**config.mk**
```make
export PLATFORM = sky130hd
export DESIGN_NAME = rv32i_mem_arbiter
export DESIGN_NICKNAME = d
export VERILOG_FILES = /design/src/rtl/rv32i_mem_arbiter_pkg.sv /design/src/rtl/rv32i_mem_arbiter.sv
export SDC_FILE = /design/constraint.sdc
export NUM_CORES = 1
export LEC_CHECK = 0
export CELL_PAD_IN_SITES_DETAIL_PLACEMENT = 1
export CELL_PAD_IN_SITES_GLOBAL_PLACEMENT = 1
export CORE_MARGIN = 5
export CORE_UTILIZATION = 23
export CTS_CLUSTER_SIZE = 40
export DETAILED_ROUTE_END_ITERATION = 16
export HOLD_SLACK_MARGIN = 0.15
export PLACE_DENSITY = 0.79
export SYNTH_ARGS = -nofsm -noshare
export SYNTH_HDL_FRONTEND = slang
export SYNTH_SLANG_ARGS = --single-unit
```
**constraint.sdc**
```tcl
create_clock -name clk_i -period 1.8 [get_ports clk_i]
set_input_delay 0.18 -clock clk_i [delete_from_list [all_inputs] [get_ports clk_i]]
set_output_delay 0.18 -clock clk_i [all_outputs]
set_load 0.005 [all_outputs]
```
**src/rtl/rv32i_mem_arbiter_pkg.sv**
```systemverilog
// rv32i_mem_arbiter_pkg
// Shared types and constants for the unified-memory arbiter that lets the
// instruction-fetch port and the MEM-stage data port share one memory.
//   arb_state_t         : arbiter FSM state (also exported on the debug port)
//   arb_owner_t         : which port owns the in-flight memory transaction
//   ARB_MAX_DATA_STREAK : default number of back-to-back data grants allowed
//                         while a fetch is waiting
package rv32i_mem_arbiter_pkg;

  typedef enum logic [1:0] {
    ARB_IDLE = 2'd0,
    ARB_REQ  = 2'd1,
    ARB_RESP = 2'd2
  } arb_state_t;

  typedef enum logic [1:0] {
    OWN_NONE = 2'd0,
    OWN_IF   = 2'd1,
    OWN_D    = 2'd2
  } arb_owner_t;

  localparam int ARB_MAX_DATA_STREAK = 4;

endpackage

```
**src/rtl/rv32i_mem_arbiter.sv**
```systemverilog
// rv32i_mem_arbiter
// Shares one single-port memory between the fetch port (if_*) and the data
// port (d_*). One transaction at a time: IDLE picks a winner and latches its
// attributes, REQ presents them until mem_gnt_i, RESP waits for mem_rvalid_i.
// Data has priority; after MAX_DATA_STREAK data grants with fetch waiting,
// the next grant goes to fetch.
//
// Handshakes:
//   Port side : if_req_i / d_re_i / d_we_i are held by the requester until
//               the matching one-cycle completion pulse (if_valid_o,
//               d_done_o); a fetch may also be abandoned with if_flush_i.
//   Mem side  : mem_req_o stays high with stable mem_* until a cycle with
//               mem_gnt_i=1; the response is the first mem_rvalid_i=1 cycle
//               in RESP. mem_gnt_i outside REQ and mem_rvalid_i outside RESP
//               are ignored.
//
// Ports:
//   clk_i, reset_i                 clock, synchronous active-high reset
//   if_req_i/if_addr_i/if_flush_i  fetch request, address, redirect flush
//   if_rdata_o/if_valid_o          fetched word, completion pulse
//   d_re_i/d_we_i/d_addr_i/d_wdata_i/d_be_i  load/store request
//   d_rdata_o/d_done_o             load data, completion pulse
//   mem_*                          memory request/response interface
//   dbg_state_o/dbg_owner_o        current FSM state and transaction owner
module rv32i_mem_arbiter
  import rv32i_mem_arbiter_pkg::*;
#(
  parameter int ADDR_W          = 32,
  parameter int DATA_W          = 32,
  parameter int MAX_DATA_STREAK = ARB_MAX_DATA_STREAK
) (
  input  logic                clk_i,
  input  logic                reset_i,
  input  logic                if_req_i,
  input  logic [ADDR_W-1:0]   if_addr_i,
  input  logic                if_flush_i,
  output logic [DATA_W-1:0]   if_rdata_o,
  output logic                if_valid_o,
  input  logic                d_re_i,
  input  logic                d_we_i,
  input  logic [ADDR_W-1:0]   d_addr_i,
  input  logic [DATA_W-1:0]   d_wdata_i,
  input  logic [DATA_W/8-1:0] d_be_i,
  output logic [DATA_W-1:0]   d_rdata_o,
  output logic                d_done_o,
  output logic                mem_req_o,
  output logic                mem_we_o,
  output logic [ADDR_W-1:0]   mem_addr_o,
  output logic [DATA_W-1:0]   mem_wdata_o,
  output logic [DATA_W/8-1:0] mem_be_o,
  input  logic                mem_gnt_i,
  input  logic                mem_rvalid_i,
  input  logic [DATA_W-1:0]   mem_rdata_i,
  output arb_state_t          dbg_state_o,
  output arb_owner_t          dbg_owner_o
);

  localparam int BE_W     = DATA_W / 8;
  localparam int STREAK_W = $clog2(MAX_DATA_STREAK + 1);
  localparam logic [STREAK_W-1:0] STREAK_MAX = STREAK_W'(MAX_DATA_STREAK);

  arb_state_t          state_q;
  arb_owner_t          owner_q;
  logic [STREAK_W-1:0] streak_q, streak_d;
  logic                flush_pending_q;
  logic [ADDR_W-1:0]   addr_q;
  logic                we_q;
  logic [DATA_W-1:0]   wdata_q;
  logic [BE_W-1:0]     be_q;

  logic data_req, fetch_cand, fetch_wins, data_wins;

  // Winner selection, only acted on in IDLE. A flushed fetch is not a
  // candidate this cycle. A simultaneous load+store is handled as a store.
  always_comb begin
    data_req   = d_re_i | d_we_i;
    fetch_cand = if_req_i & ~if_flush_i;
    fetch_wins = fetch_cand & (~data_req | (streak_q == STREAK_MAX));
    data_wins  = data_req & ~fetch_wins;
  end

  // Streak counts data grants that overtook a waiting fetch; it resets as
  // soon as nobody is waiting on the fetch side, or fetch gets its turn.
  always_comb begin
    streak_d = streak_q;
    if (!if_req_i) begin
      streak_d = '0;
    end else if (state_q == ARB_IDLE) begin
      if (fetch_wins) begin
        streak_d = '0;
      end else if (data_wins && (streak_q != STREAK_MAX)) begin
        streak_d = streak_q + STREAK_W'(1);
      end
    end
  end

  always_ff @(posedge clk_i) begin
    if (reset_i) begin
      state_q         <= ARB_IDLE;
      owner_q         <= OWN_NONE;
      streak_q        <= '0;
      flush_pending_q <= 1'b0;
      addr_q          <= '0;
      we_q            <= 1'b0;
      wdata_q         <= '0;
      be_q            <= '0;
    end else begin
      streak_q <= streak_d;
      case (state_q)
        ARB_IDLE: begin
          if (fetch_wins) begin
            owner_q <= OWN_IF;
            addr_q  <= if_addr_i;
            we_q    <= 1'b0;
            wdata_q <= '0;
            be_q    <= '1;
            state_q <= ARB_REQ;
          end else if (data_wins) begin
            owner_q <= OWN_D;
            addr_q  <= d_addr_i;
            we_q    <= d_we_i;
            wdata_q <= d_we_i ? d_wdata_i : '0;
            be_q    <= d_we_i ? d_be_i : '1;
            state_q <= ARB_REQ;
          end
        end
        ARB_REQ: begin
          // The memory transaction is never aborted; a flushed fetch just
          // has its response dropped.
          if (if_flush_i && (owner_q == OWN_IF)) flush_pending_q <= 1'b1;
          if (mem_gnt_i) state_q <= ARB_RESP;
        end
        ARB_RESP: begin
          if (if_flush_i && (owner_q == OWN_IF)) flush_pending_q <= 1'b1;
          if (mem_rvalid_i) begin
            state_q         <= ARB_IDLE;
            owner_q         <= OWN_NONE;
            flush_pending_q <= 1'b0;
          end
        end
        default: begin
          state_q <= ARB_IDLE;
          owner_q <= OWN_NONE;
        end
      endcase
    end
  end

  assign mem_req_o   = (state_q == ARB_REQ);
  assign mem_we_o    = we_q;
  assign mem_addr_o  = addr_q;
  assign mem_wdata_o = wdata_q;
  assign mem_be_o    = be_q;

  // A flush arriving in the same cycle as the response also suppresses it.
  assign if_valid_o = mem_rvalid_i & (state_q == ARB_RESP) & (owner_q == OWN_IF)
                    & ~flush_pending_q & ~if_flush_i;
  assign d_done_o   = mem_rvalid_i & (state_q == ARB_RESP) & (owner_q == OWN_D);
  assign if_rdata_o = mem_rdata_i;
  assign d_rdata_o  = mem_rdata_i;

  assign dbg_state_o = state_q;
  assign dbg_owner_o = owner_q;

`ifndef SYNTHESIS
  a_no_load_and_store: assert property (@(posedge clk_i) disable iff (reset_i)
    !(d_re_i && d_we_i));
`endif

endmodule

```
==> results <==
- Pin placement for this block handled 280 I/O pins.
- In the layout the commonest cells are 180 x sky130_fd_sc_hd__clkdlybuf4s50_1, 77 x sky130_fd_sc_hd__dfxtp_1, 73 x sky130_fd_sc_hd__nor2_1, 37 x sky130_fd_sc_hd__nand2_1, 35 x sky130_fd_sc_hd__a21oi_1.
- In the routed layout, each cell is associated on average with a via count of 4.60.
- The maximum number of buffers from clock root to sink is 2.
- The number of unique standard cell types used by synthesis is 33.
- The critical path in this run is classified as register to output port.
- Synthesis produced 427 cells.
- The post-detailed-placement cell area is 5420 sq um.
- The final critical delay including setup and external delays is 1700 ps.
- For this block, the routed nets add up to 14.1 mm of wire.
- The first detailed-routing pass ran for 4 iterations.
- Setup repair after global routing left no endpoint under its margin.
- The initial antenna violation count is 1.
- The overall power of the completed layout is 5.83 mW.
- For this configuration, the core starts out at a cell density of 23.5%.
- The detailed route wirelength on metal3 is 1.75 mm.
- The insertion delay to the later sink of the worst-skew pair is 350 ps.
- The post-layout utilization of the core is 36.1%.
- The die boundary height is 138 um.
- The number of rows in the core area is 46.
- The register area share after synthesis is 41.2%.
- The HPWL after detailed placement is 10.6 mm.
- The commonest non-fill, non-tap cell in the layout is sky130_fd_sc_hd__clkdlybuf4s50_1.
- Compared with the post-synthesis result, the final layout area differs by 53.7%.
- The stage delay of the slowest cell on the critical path is 340 ps.
- Clock tree synthesis inserted a total of 9 buffers.
- The number of global-route vias before repair is 3811.
- The last weighted congestion value of the routability-driven placer is 0.783.
- The highest ir drop seen on vdd is 0.486 mV.
- STA classifies the critical path endpoint as an output port.
- At the worst endpoint, the required time is 1620 ps.
- The power per cell area is 1010 nW/um^2.
- For this design, the sink count on the clock tree is 77.
- The number of warning messages in the yosys log is 0.
- The count of placed standard cells including taps is 749.
- After layout, the worst path uses 94.2% of the clock period.
- In this run the static leakage power is 2.15 nW.
- After synthesis, the mean cell area works out to 8.76 sq um.
- The area of the core region is 15900 sq um.
- The finished layout cell area is 5750 sq um.
- The maximum number of pins on one net before global-route repair is 50.
- After the last flow step, the layout net total stands at 689.
- The worst clock skew is 11.4 ps.
- The full die area is 18900 sq um.
- STA classifies the critical path startpoint as a register.
- Clock-pin slew was measured on the worst setup and hold paths at 70 ps.
- Walking the worst path, the cells encountered are inv_1 > ha_1 > nand2_1 > nor4_1 > clkdlybuf4s15_1.
- For the worst setup path, the data arrival time is 1520 ps.
- The routed wire length per instance is 18.4 um.
- The fraction of layout instances using a drive strength above 1 is 12.8%.
- The highest routed metal layer is met5.
- The peak fanout along the critical path is 4.
- The first-pass GRT wire length is 20.8 mm.
- After detailed routing, the wire length on met1 is 5.08 mm.
- The remaining global-route overflow is 0.
- The width of the chip is 138 um.
- The worst hold path belongs to the class input pin to register.
- Based on the critical path, the design can be clocked at up to 0.590 GHz.
- Hold timing on the final database bottoms out at a slack of 312 ps.
- 0 antenna diodes ended up in the layout.
- The number of nets with antenna violations after detailed routing is 0.
- The count of pins over their slew limit is 0.
- Among cell families on the critical path, the largest total delay comes from buffers and inverters.
- The setup violation total in the final timing report is 0.
- Synthesis produced a netlist with a net count of 572.
- The root buffer cell chosen for the clock tree is sky130_fd_sc_hd__clkbuf_16.
- The number of hold buffers added after CTS was 0.
- The tool flagged a number of max-cap violations equal to 0.
- On the critical path, the stage with the largest delay is an instance of sky130_fd_sc_hd__dfxtp_1.
- The run finished with clean final reports.
- The max-slew headroom at the worst pin is 62.2%.
- The clock tree from TritonCTS is done.
- The number of hold-slack violations in the final timing report was 0.
- The all-layer global routing usage is 14.4%.
- The cell area that synthesis handed to floorplanning was 3740 sq um.
- The number of input and output port buffers inserted is 183.
- Counting flops and latches in the post-synthesis netlist gives 77.
- The detailed-routed wire length on met2 is 7.01 mm.
- The slew at the pin with the worst max-slew slack is 567 ps.
- The number of vias after detailed routing is 3519.
- The number of violations reported at the end of detailed-routing iteration 0 is 99.
- Counting both buffers and inverters, the worst setup path holds a total of 2.
- The DRC violations left is 0.
- The clock tree synthesis step divided the H-tree into 3 levels.
- Once layout is complete, the cells apart from fillers number 765.
-- stage by stage --
stage | worst slack, ps | TNS [ps]
floorplan | 233 | 0
global placement | -98.5 | -2140
detailed placement | -206 | -5600
CTS | 1.50 | 0
global route | 2.58 | 0
finish | 105 | 0
-- synth_stat cells --
cell type / number / area [sq um]
sky130_fd_sc_hd__nor2b_1: 4 / 25.0
sky130_fd_sc_hd__a2bb2oi_2: 1 / 15.0
sky130_fd_sc_hd__a32oi_1: 1 / 8.76
sky130_fd_sc_hd__a311oi_2: 1 / 15.0
sky130_fd_sc_hd__o22ai_1: 4 / 25.0
sky130_fd_sc_hd__a21oi_1: 35 / 175
sky130_fd_sc_hd__a311oi_1: 1 / 8.76
sky130_fd_sc_hd__buf_2: 13 / 65.1
sky130_fd_sc_hd__nand3_1: 3 / 15.0
sky130_fd_sc_hd__a211oi_2: 29 / 363
sky130_fd_sc_hd__nor2_1: 73 / 274
sky130_fd_sc_hd__a41oi_1: 1 / 8.76
sky130_fd_sc_hd__a22oi_1: 33 / 248
sky130_fd_sc_hd__dfxtp_1: 77 / 1540
sky130_fd_sc_hd__ha_1: 5 / 62.6
sky130_fd_sc_hd__o211a_2: 1 / 10.0
sky130_fd_sc_hd__nand2b_1: 4 / 25.0
sky130_fd_sc_hd__clkbuf_1: 10 / 37.5
sky130_fd_sc_hd__o21ai_0: 2 / 10.0
sky130_fd_sc_hd__a31oi_1: 1 / 6.26
sky130_fd_sc_hd__a211oi_1: 4 / 30.0
sky130_fd_sc_hd__buf_1: 2 / 7.51
sky130_fd_sc_hd__o31ai_1: 1 / 7.51
sky130_fd_sc_hd__mux2i_1: 1 / 10.0
sky130_fd_sc_hd__nor4_1: 1 / 6.26
sky130_fd_sc_hd__nor2_2: 1 / 6.26
sky130_fd_sc_hd__o31ai_2: 1 / 12.5
sky130_fd_sc_hd__nand2_1: 37 / 139
sky130_fd_sc_hd__o211ai_1: 1 / 7.51
sky130_fd_sc_hd__nor3_1: 4 / 20.0
sky130_fd_sc_hd__buf_4: 69 / 518
sky130_fd_sc_hd__a21boi_4: 1 / 18.8
sky130_fd_sc_hd__inv_1: 5 / 18.8
-- flip-flops by register name, summed over array words and instances (netlist names) --
signal and flops:
mem_addr_o 32, mem_wdata_o 32, mem_be_o 4, streak_q 3, dbg_owner_o 2, dbg_state_o 2, flush_pending_q 1, mem_we_o 1
-- power by group --
| group | switching, mW | internal [mW] | total, mW |
|---|---|---|---|
| sequential | 0.126 | 1.92 | 2.05 |
| combinational | 0.792 | 0.974 | 1.77 |
| clock | 0.788 | 1.22 | 2.01 |
| total | 1.71 | 4.12 | 5.83 |
-- logic make-up (layout without fill, tap and decap cells) --
logic type                 Yosys count  in the layout  share of synthesized area [%]
AOI/OAI and AO/OA                  118            118                           25.9
adders and majority gates            5              5                           1.67
buffers and inverters               99            221                           17.3
DFF                                 77             77                           41.2
muxes                                1              1                          0.268
and+or+nand+nor                    127            127                           13.6
-- final timing paths --
path	startpoint	to	slack, ps	depth (start not counted)
min reg2reg	mem_wdata_o[23]$_SDFFE_PP0P_	mem_wdata_o[23]$_SDFFE_PP0P_	500	2
min	reset_i	mem_wdata_o[15]$_SDFFE_PP0P_	310	2
max reg2reg	dbg_state_o[1]$_SDFFE_PP0P_	mem_wdata_o[15]$_SDFFE_PP0P_	130	8
max	dbg_state_o[0]$_SDFFE_PP0P_	if_valid_o	100	5
-- layer usage --
layer,vias to the layer above,global-route usage (%)
li1,1650,-
met1,1642,14.2
met2,208,25.9
met3,17,6.83
met4,2,5.60
met5,-,0
-- layout make-up --
class | count | area, sq um
well taps | 216 | 270
inverters | 5 | 18.8
multi-input cells | 251 | 1570
flip-flops and latches | 77 | 1540
fillers | 1840 | 10200
clock buffers | 9 | 225
clock inverters | 7 | 98.8
repair buffers | 200 | 2030
-- what timing repair did --
item                                    in CTS  in global routing
endpoints found under the setup margin      28                  2
pin swaps                                    0                  0
setup buffers                                0                  0
resized for setup                            3                  4
(Power assumes the default switching activity.)
